<file path="src/rtl/restoring_divider_pkg.sv">
// Shared definitions for the sequential restoring divider.
package restoring_divider_pkg;

   localparam int DIV_WIDTH = 16;
   localparam int CNT_WIDTH = $clog2(DIV_WIDTH);

   typedef enum logic [1:0] {
      ST_IDLE = 2'd0,
      ST_RUN  = 2'd1,
      ST_FIX  = 2'd2,
      ST_DONE = 2'd3
   } div_state_e;

endpackage

</file>
<file path="src/rtl/restoring_divider_div_step.sv">
// One restoring-division step: trial subtraction a - b through a ripple
// full-adder chain (b inverted, carry-in 1). A carry out of the top bit
// means no borrow, so the difference is kept and the quotient bit is 1;
// otherwise the shifted value is restored unchanged.
module div_step #(
   parameter int W = 17
) (
   input  logic [W-1:0] a_i,
   input  logic [W-1:0] b_i,
   output logic [W-1:0] rem_o,
   output logic         q_o
);

   logic [W:0]   carry;
   logic [W-1:0] diff;
   logic [W-1:0] b_n;

   assign b_n      = ~b_i;
   assign carry[0] = 1'b1;

   for (genvar i = 0; i < W; i++) begin : g_fa
      assign diff[i]    = a_i[i] ^ b_n[i] ^ carry[i];
      assign carry[i+1] = (a_i[i] & b_n[i]) | (a_i[i] & carry[i]) | (b_n[i] & carry[i]);
   end

   assign q_o   = carry[W];
   assign rem_o = carry[W] ? diff : a_i;

endmodule

</file>
<file path="src/rtl/restoring_divider.sv">
// Sequential restoring divider, signed or unsigned, one quotient bit per
// clock. Results and flags are registered and held between operations.
//
// Handshake: start is sampled only in IDLE (busy=0); a start while busy is
// dropped. busy rises after the accepting edge and falls on the edge that
// raises done; done is a one-cycle pulse and results are valid from it.
module restoring_divider
   import restoring_divider_pkg::*;
#(
   parameter int WIDTH = DIV_WIDTH,
   parameter int CNTW  = CNT_WIDTH
) (
   input  logic             clk,
   input  logic             rst_n,
   input  logic             start,
   input  logic             signed_mode,
   input  logic [WIDTH-1:0] dividend,
   input  logic [WIDTH-1:0] divisor,
   output logic             busy,
   output logic             done,
   output logic [WIDTH-1:0] quotient,
   output logic [WIDTH-1:0] remainder,
   output logic             div_by_zero,
   output logic             overflow,
   output logic [1:0]       state_dbg
);

   localparam logic [WIDTH-1:0] MIN_NEG = {1'b1, {(WIDTH-1){1'b0}}};

   div_state_e       state_q;
   logic             armed_q;
   logic             busy_q, done_q, dbz_q, ovf_q;
   logic [WIDTH-1:0] quo_q, rem_out_q;
   logic [WIDTH-1:0] dvd_q, dsr_q, rem_q;
   logic [CNTW-1:0]  cnt_q;
   logic             neg_quo_q, neg_rem_q, dbz_pend_q, ovf_pend_q;
   logic [WIDTH-1:0] res_quo_q, res_rem_q;

   logic [WIDTH-1:0] dvd_mag_d, dsr_mag_d;
   logic [WIDTH:0]   shifted_d, step_rem_d;
   logic             step_q_d;
   logic             unused_step_msb;

   // Operand magnitudes; in signed mode MIN_NEG maps to 2^(WIDTH-1) unsigned.
   always_comb begin
      dvd_mag_d = dividend;
      dsr_mag_d = divisor;
      if (signed_mode && dividend[WIDTH-1]) dvd_mag_d = -dividend;
      if (signed_mode && divisor[WIDTH-1])  dsr_mag_d = -divisor;
   end

   // Partial remainder is always below the divisor, so WIDTH bits hold it;
   // the shifted trial value needs the extra bit.
   assign shifted_d       = {rem_q, dvd_q[WIDTH-1]};
   assign unused_step_msb = step_rem_d[WIDTH];

   div_step #(.W(WIDTH + 1)) u_step (
      .a_i   (shifted_d),
      .b_i   ({1'b0, dsr_q}),
      .rem_o (step_rem_d),
      .q_o   (step_q_d)
   );

   // Control FSM, iteration datapath and registered outputs.
   always_ff @(posedge clk or negedge rst_n) begin
      if (!rst_n) begin
         state_q    <= ST_IDLE;
         armed_q    <= 1'b0;
         busy_q     <= 1'b0;
         done_q     <= 1'b0;
         dbz_q      <= 1'b0;
         ovf_q      <= 1'b0;
         quo_q      <= '0;
         rem_out_q  <= '0;
         dvd_q      <= '0;
         dsr_q      <= '0;
         rem_q      <= '0;
         cnt_q      <= '0;
         neg_quo_q  <= 1'b0;
         neg_rem_q  <= 1'b0;
         dbz_pend_q <= 1'b0;
         ovf_pend_q <= 1'b0;
         res_quo_q  <= '0;
         res_rem_q  <= '0;
      end else begin
         // armed_q masks a start that coincides with reset release.
         armed_q <= 1'b1;
         done_q  <= 1'b0;
         case (state_q)
            ST_IDLE: begin
               if (start && armed_q) begin
                  busy_q     <= 1'b1;
                  neg_quo_q  <= signed_mode & (dividend[WIDTH-1] ^ divisor[WIDTH-1]);
                  neg_rem_q  <= signed_mode & dividend[WIDTH-1];
                  ovf_pend_q <= signed_mode && (dividend == MIN_NEG) && (divisor == '1);
                  if (divisor == '0) begin
                     res_quo_q  <= '1;
                     res_rem_q  <= dividend;
                     dbz_pend_q <= 1'b1;
                     state_q    <= ST_DONE;
                  end else begin
                     dvd_q      <= dvd_mag_d;
                     dsr_q      <= dsr_mag_d;
                     rem_q      <= '0;
                     cnt_q      <= CNTW'(WIDTH - 1);
                     dbz_pend_q <= 1'b0;
                     state_q    <= ST_RUN;
                  end
               end
            end
            ST_RUN: begin
               rem_q <= step_rem_d[WIDTH-1:0];
               dvd_q <= {dvd_q[WIDTH-2:0], step_q_d};
               if (cnt_q == '0) state_q <= ST_FIX;
               else             cnt_q   <= cnt_q - CNTW'(1);
            end
            ST_FIX: begin
               if (ovf_pend_q) begin
                  res_quo_q <= MIN_NEG;
                  res_rem_q <= '0;
               end else begin
                  res_quo_q <= neg_quo_q ? -dvd_q : dvd_q;
                  res_rem_q <= neg_rem_q ? -rem_q : rem_q;
               end
               state_q <= ST_DONE;
            end
            default: begin
               quo_q     <= res_quo_q;
               rem_out_q <= res_rem_q;
               dbz_q     <= dbz_pend_q;
               ovf_q     <= ovf_pend_q;
               done_q    <= 1'b1;
               busy_q    <= 1'b0;
               state_q   <= ST_IDLE;
            end
         endcase
      end
   end

   assign busy        = busy_q;
   assign done        = done_q;
   assign quotient    = quo_q;
   assign remainder   = rem_out_q;
   assign div_by_zero = dbz_q;
   assign overflow    = ovf_q;
   assign state_dbg   = state_q;

endmodule
</file>
<file path="config.mk">
export PLATFORM = sky130hd
export DESIGN_NAME = restoring_divider
export DESIGN_NICKNAME = d
export VERILOG_FILES = /design/src/rtl/restoring_divider_pkg.sv /design/src/rtl/restoring_divider_div_step.sv /design/src/rtl/restoring_divider.sv
export SDC_FILE = /design/constraint.sdc
export NUM_CORES = 1
export LEC_CHECK = 0
export ABC_AREA = 1
export ABC_CLOCK_PERIOD_IN_PS = 9200
export BUFFER_PORTS_ARGS = -buffer_cell sky130_fd_sc_hd__buf_2
export CELL_PAD_IN_SITES_DETAIL_PLACEMENT = 1
export CELL_PAD_IN_SITES_GLOBAL_PLACEMENT = 1
export CORE_MARGIN = 2
export CORE_UTILIZATION = 45
export CTS_CLUSTER_SIZE = 30
export DETAILED_ROUTE_END_ITERATION = 8
export GPL_ROUTABILITY_DRIVEN = 0
export GPL_TIMING_DRIVEN = 0
export PLACE_DENSITY_LB_ADDON = 0.1
export SLEW_MARGIN = 0
export SYNTH_ARGS = -nofsm -noshare
export SYNTH_HDL_FRONTEND = slang
export SYNTH_SLANG_ARGS = --single-unit
</file>
<file path="constraint.sdc">
create_clock -name clk -period 9.2 [get_ports clk]
set_clock_uncertainty 0.15 [all_clocks]
set_input_delay 0 -clock clk [delete_from_list [all_inputs] [get_ports clk]]
set_output_delay 0 -clock clk [all_outputs]
set_load 0.01 [all_outputs]
</file>
== After elaboration in Yosys (flattened, before gate mapping) ==
Index checks and enable logic that the tools add are counted.

* Register bits after elaboration: 127
* Input port bits: 36
* Output and inout bits: 38

* Add/subtract/negate cells: 5
* Equality and inequality tests: 9
* Multiplexer cells: 31
* Bitwise gates (word level): 121
* Reductions and logical operators: 19

{| class="wikitable"
|+ Operators by type and width
! kind !! number
|-
| $mux 16 || 15
|-
| $pmux 16 s2 || 4
|-
| $neg 16->16 || 4
|-
| $and 1x1->1 || 51
|-
| $or 1x1->1 || 34
|-
| $eq 16x16->1 const B || 2
|-
| $xor 1x1->1 || 32
|-
| $not 16->17 || 1
|-
| $logic_not 16->1 || 1
|-
| $mux 4 || 3
|-
| $ne 2x2->1 const B || 5
|-
| $reduce_and 3->1 || 3
|-
| $pmux 4 s2 || 1
|-
| $mux 2 || 3
|-
| $pmux 2 s3 || 1
|-
| $reduce_and 2->1 || 3
|-
| $logic_and 1x1->1 || 5
|-
| $logic_not 4->1 || 1
|-
| $reduce_and 4->1 || 1
|-
| $reduce_bool 2->1 || 2
|-
| $sub 4x1->4 const B || 1
|-
| $mux 1 || 3
|-
| $not 1->1 || 3
|-
| $reduce_or 3->1 || 1
|-
| 5 further kinds || 5
|}

== Longest topological paths before layout ==
* Depth after elaboration: 54
* Gate-level depth with buffers: 28

== Hierarchy ==
A second synthesis with hierarchy kept.

* Cell total of the unflattened synthesis: 1000
* Area total of the unflattened synthesis: 7514.7 sq um

{| class="wikitable"
|+ Modules (own cells, without submodules)
! module !! times used !! cells each !! area each (sq um) !! sequential area each (sq um)
|-
| restoring_divider || 1 || 928 || 6927.9 || 3178.0
|-
| div_step || 1 || 72 || 586.8 || 0.0
|}

== Least setup slack after synthesis ==
No wires, ideal clock.

* Kind: register to register
* From: reg dvd_q[15]
* To: reg rem_q[15]
* Arrival: 7.025 ns
* Path slack: 1.943 ns
* Cell stages (with the launch flop): 29
* Path buffers: 1
* Clock period less this slack: 7.257 ns
* Cells stage by stage: dfrtp_1 inv_1 ha_1 inv_1 fa_1 fa_1 fa_1 fa_1 fa_1 fa_1 fa_1 fa_1 fa_1 fa_1 fa_1 fa_1 fa_1 inv_1 fa_1 inv_1 fa_1 nor2_1 inv_1 nor2_1 inv_1 clkbuf_1 o21ai_0 nand2_1 o21ai_0

* Cells in the longest elaborated chain, start to end: 53

{| class="wikitable"
|+ Ends and longest elaborated chain
! item !! RTL line !! text
|-
| start, declared || restoring_divider.sv:34 || <nowiki>logic [WIDTH-1:0] dvd_q, dsr_q, rem_q;</nowiki>
|-
| start signal, assigned || restoring_divider.sv:102 || <nowiki>dvd_q <= dvd_mag_d;</nowiki>
|-
| start signal, assigned || restoring_divider.sv:113 || <nowiki>dvd_q <= {dvd_q[WIDTH-2:0], step_q_d};</nowiki>
|-
| $and 1x1->1 || restoring_divider_div_step.sv:23 || <nowiki>assign carry[i+1] = (a_i[i] & b_n[i]) | (a_i[i] & carry[i]) | (b_n[i] & carry[i]);</nowiki>
|-
| $or 1x1->1 (*) (2 in a row) || restoring_divider_div_step.sv:23 ||
|-
| $and 1x1->1 || restoring_divider_div_step.sv:23 ||
|-
| $or 1x1->1 || restoring_divider_div_step.sv:23 ||
|-
| $or 1x1->1 (*) || restoring_divider_div_step.sv:23 ||
|-
| $and 1x1->1 || restoring_divider_div_step.sv:23 ||
|-
| $or 1x1->1 || restoring_divider_div_step.sv:23 ||
|-
| $or 1x1->1 (*) || restoring_divider_div_step.sv:23 ||
|-
| [... 34 more ...] || -- ||
|-
| $or 1x1->1 || restoring_divider_div_step.sv:23 ||
|-
| $or 1x1->1 (*) || restoring_divider_div_step.sv:23 ||
|-
| $and 1x1->1 || restoring_divider_div_step.sv:23 ||
|-
| $or 1x1->1 (2 in a row) || restoring_divider_div_step.sv:23 ||
|-
| $and 1x1->1 || restoring_divider_div_step.sv:23 ||
|-
| $or 1x1->1 (2 in a row) || restoring_divider_div_step.sv:23 ||
|-
| $mux 16 (*) || restoring_divider_div_step.sv:27 || <nowiki>assign rem_o = carry[W] ? diff : a_i;</nowiki>
|-
| $pmux 16 s2 (*) || restoring_divider.sv:89 || <nowiki>case (state_q)</nowiki>
|-
| end signal, assigned || restoring_divider.sv:112 || <nowiki>rem_q <= step_rem_d[WIDTH-1:0];</nowiki>
|-
| end, declared || restoring_divider.sv:34 ||
|}

Every way passes the cells marked *; elsewhere a longest branch is shown, timed or not.
A chain may end at the register's enable or synchronous reset.

== Final worst setup path ==
Same ends and word-level chain as after synthesis.

==> impl_metrics.py <==
metrics = {
    "run_status": {
        "status": "finished clean",
    },
    "sta": {
        "tns_ns": 0,
        "fin_ws_ns": 0.937,
        "max_slew_margin": 0.583,
        "worstMarginPinSlew_ns": 0.619,
        "rsz0062_at_grt": "no",
        "clock.fmax_mhz": 121,
        "drv_slew": 0,
        "hold_viol": 0,
        "min_period_ns": 8.26,
        "finalCritPeriodShare": 0.898,
        "whs_ns": 0.0289,
        "setup_viol_count_final": 0,
    },
    "yosys": {
        "ys.flop_type": "dfrtp_1",
        "synthArstFlopShare": 1.00,
        "synthesis.area_mm2": 0.00762,
        "synth.net_count": 1027,
        "synth_edf_count": 0,
        "syn_area_per_cell_um2": 7.90,
        "ys_seq_elements": 127,
        "syn_inst": 964,
        "synth.distinct_cells": 38,
        "ys_seq_area_frac": 0.417,
        "synth_warnings": 0,
    },
    "worst_setup_path": {
        "worst_path_most_repeated_cell": "fa_1",
        "worstPathRequired_ns": 9.39,
        "worstPathMaxFanout": 10,
        "cp_top_family": "adder cells",
        "r2r-start": "dvd_q[15]$_DFFE_PN0P_",
        "worstPathArrival_ns": 8.45,
        "endpoint_kind": "flip-flop",
        "cp_slowest_cell": "dfrtp_1",
        "cp_num_buf_inv": 7,
        "path_class": "reg -> reg",
        "ff2ff_setup_slack_ns": 0.94,
        "cpPeakStageDelay_ns": 0.42,
        "cp-startpoint": "dvd_q[15]$_DFFE_PN0P_",
        "startpoint_type": "flip-flop",
    },
    "routing": {
        "antenna_left": 0,
        "drt_wl_total_mm": 25.6,
        "firstDrtPassIters": 4,
        "vias_per_cell": 5.41,
        "dr_total_vias": 7250,
        "drt_iter0_markers": 288,
        "wire_per_inst_um": 19.1,
        "post-route-drc-count": 0,
    },
    "layout": {
        "regArea_mm2": 0.00318,
        "drive_gt1_frac": 0.177,
        "instances_no_fill": 1341,
        "synthToLayoutAreaGrowth_pct": 24.5,
        "fillCellCount": 2065,
        "fin_area_mm2": 0.00948,
        "antenna_cells": 0,
        "multi_input_area_mm2": 0.00381,
        "nets": 1171,
    },
    "clocking": {
        "worstSkewPairLatency_ns": 0.43,
        "htree_levels": 4,
        "post_cts_buffers": 0,
        "clockBufferDepth": 2,
        "cts_made_buffers": 17,
        "clockRootBuffer": "clkbuf_16",
        "cts.sinks": 127,
        "tritoncts": "yes",
        "clk_pin_slew_worst_paths_ns": 0.06,
    },
    "global_routing": {
        "globalRouteOverflowTotal": 0,
        "grt_usage": 0.298,
        "antenna_found_initial": 0,
        "grt_pass1_vias": 7769,
        "grt_max_degree": 80,
        "grt_pass1_wl_mm": 41.4,
    },
    "floorplan": {
        "dieArea_mm2": 0.0180,
        "die_h_um": 134,
        "die_w_um": 134,
        "pin_count": 74,
        "rows": 47,
        "initial_core_util": 0.459,
        "core_mm2": 0.0166,
    },
    "place": {
        "dpl_cell_area_mm2": 0.00829,
        "dp.final_hpwl_mm": 18.1,
        "dp.cells": 1258,
        "dpl_worst_slack_ns": 1.10,
        "numPortBuffers": 73,
    },
    "power": {
        "leakagePower_nw": 4.44,
        "p_per_area_mw_per_mm2": 320,
        "peakVddDrop_mv": 0.163,
    },
    "run": {
        "cap_violations": 0,
    },
    "worst_hold_path": {
        "min-delay-path-class": "in -> reg",
        "hp-start": "dividend[1]",
    },
}
[worst paths after layout]
path | to | depth (start not counted)
worst max-delay path | rem_q[15]$_DFFE_PN0P_ | 28
worst min-delay path | res_rem_q[1]$_DFFE_PN0P_ | 5
worst max register to register | rem_q[15]$_DFFE_PN0P_ | 28
worst min register to register | dsr_q[9]$_DFFE_PN0P_ | 2
max in group asynchronous | dvd_q[7]$_DFFE_PN0P_ | 4
min in group asynchronous | remainder[11]$_DFFE_PN0P_ | 4
[tightest hold or removal path: stages]
cell and delay [ns]:
buf_2 0.12, inv_1 0.13, o22ai_1 0.14, nand2_1 0.10
nand2_1 0.06
[power by group]
group	switching [W]	internal (W)	leakage (nW)	total [W]
sequential	0.000160	0.000779	1.49	0.000939
clock	0.000268	0.000497	0.317	0.000765
combinational	0.000848	0.000482	2.63	0.00133
[through the flow]
| step | power, W | util |
|---|---|---|
| 2_1_floorplan | 0.00178 | - |
| 3_3_place_gp | 0.00213 | 0.498 |
| 3_5_place_dp | 0.00221 | 0.500 |
| 4_1_cts | 0.00303 | 0.572 |
| 5_1_grt | 0.00324 | 0.572 |
| 6_report | 0.00303 | 0.572 |
[cells in the mapped netlist, types with 12 or more instances]
library cell | number | area share
nand2_1 | 220 | 0.11
dfrtp_1 | 127 | 0.42
nor2_1 | 113 | 0.056
inv_1 | 104 | 0.051
nand3_1 | 99 | 0.065
o21ai_0 | 67 | 0.044
mux2_2 | 32 | 0.047
a21oi_1 | 23 | 0.015
o21ai_1 | 17 | 0.011
fa_1 | 15 | 0.039
clkbuf_1 | 14 | 0.0069
nand4_1 | 13 | 0.011
a21oi_2 | 12 | 0.014
ha_1 | 12 | 0.020
[routing by layer]
metal | routed length (µm) | vias up | track usage | part of all wire
met2 | 12500 | 185 | 0.508 | 0.49
met5 | 0 | - | 0 | 0
met4 | 556 | 0 | 0.0895 | 0.022
li1 | - | 3438 | - | -
met3 | 1200 | 41 | 0.0495 | 0.047
met1 | 11400 | 3586 | 0.393 | 0.44
[flip-flops by register name (all words and copies together), names as in the netlist]
register,flops
neg_quo_q,1
done,1
dsr_q,16
remainder,16
cnt_q,4
neg_rem_q,1
res_quo_q,16
dvd_q,16
ovf_pend_q,1
dbz_pend_q,1
quotient,16
armed_q,1
busy,1
state_dbg,2
res_rem_q,16
div_by_zero,1
rem_q,16
overflow,1
[placed cells by master (no fill, tap or decap), types with 4 or more instances in the layout]
master	synthesis	layout
clkbuf_1	14	15
xor2_1	11	11
nor2_1	113	113
o211ai_1	10	10
o21ai_1	17	17
clkbuf_16	0	17
dfrtp_1	127	127
a31oi_1	4	4
nor3_1	8	8
fa_1	15	15
inv_1	104	104
a21oi_2	12	12
buf_6	10	11
bufinv_16	0	5
nand2_1	220	220
ha_1	12	12
nand2_2	4	4
nand4_1	13	13
buf_2	11	83
dlygate4sd3_1	0	50
nand3_1	99	99
o21ai_0	67	67
o21ai_2	11	11
a21oi_1	23	23
mux2_2	32	32
o22ai_1	4	4
[cell families (layout without fill, tap and decap cells)]
family,Yosys count,after routing,share of synthesized area
buffers and inverters,144,301,0.0829
adders and majority gates,27,27,0.0591
and+or+nand+nor,467,467,0.259
xor gates and xnor gates,11,11,0.0126
DFF,127,127,0.417
other,1,1,0.000492
muxes,32,32,0.0473
AOI/OAI and AO/OA,155,155,0.121
[cell type report]
cell class,count,share of cell area
Clock buffer,20,0.0482
Multi-Input combinational cell,693,0.402
Inverter,108,0.0430
Clock inverter,12,0.0216
Tap cell,220,0.0290
Timing Repair Buffer,125,0.0978
Buffer,36,0.0236
Sequential cell,127,0.335
[timing repair]
action | CTS | global route
hold buffers | 51 | 0
setup endpoints to repair | 0 | 0
gates resized for setup | 0 | 0
endpoints found under the hold margin | 174 | 0
(Power assumes the default switching activity.)
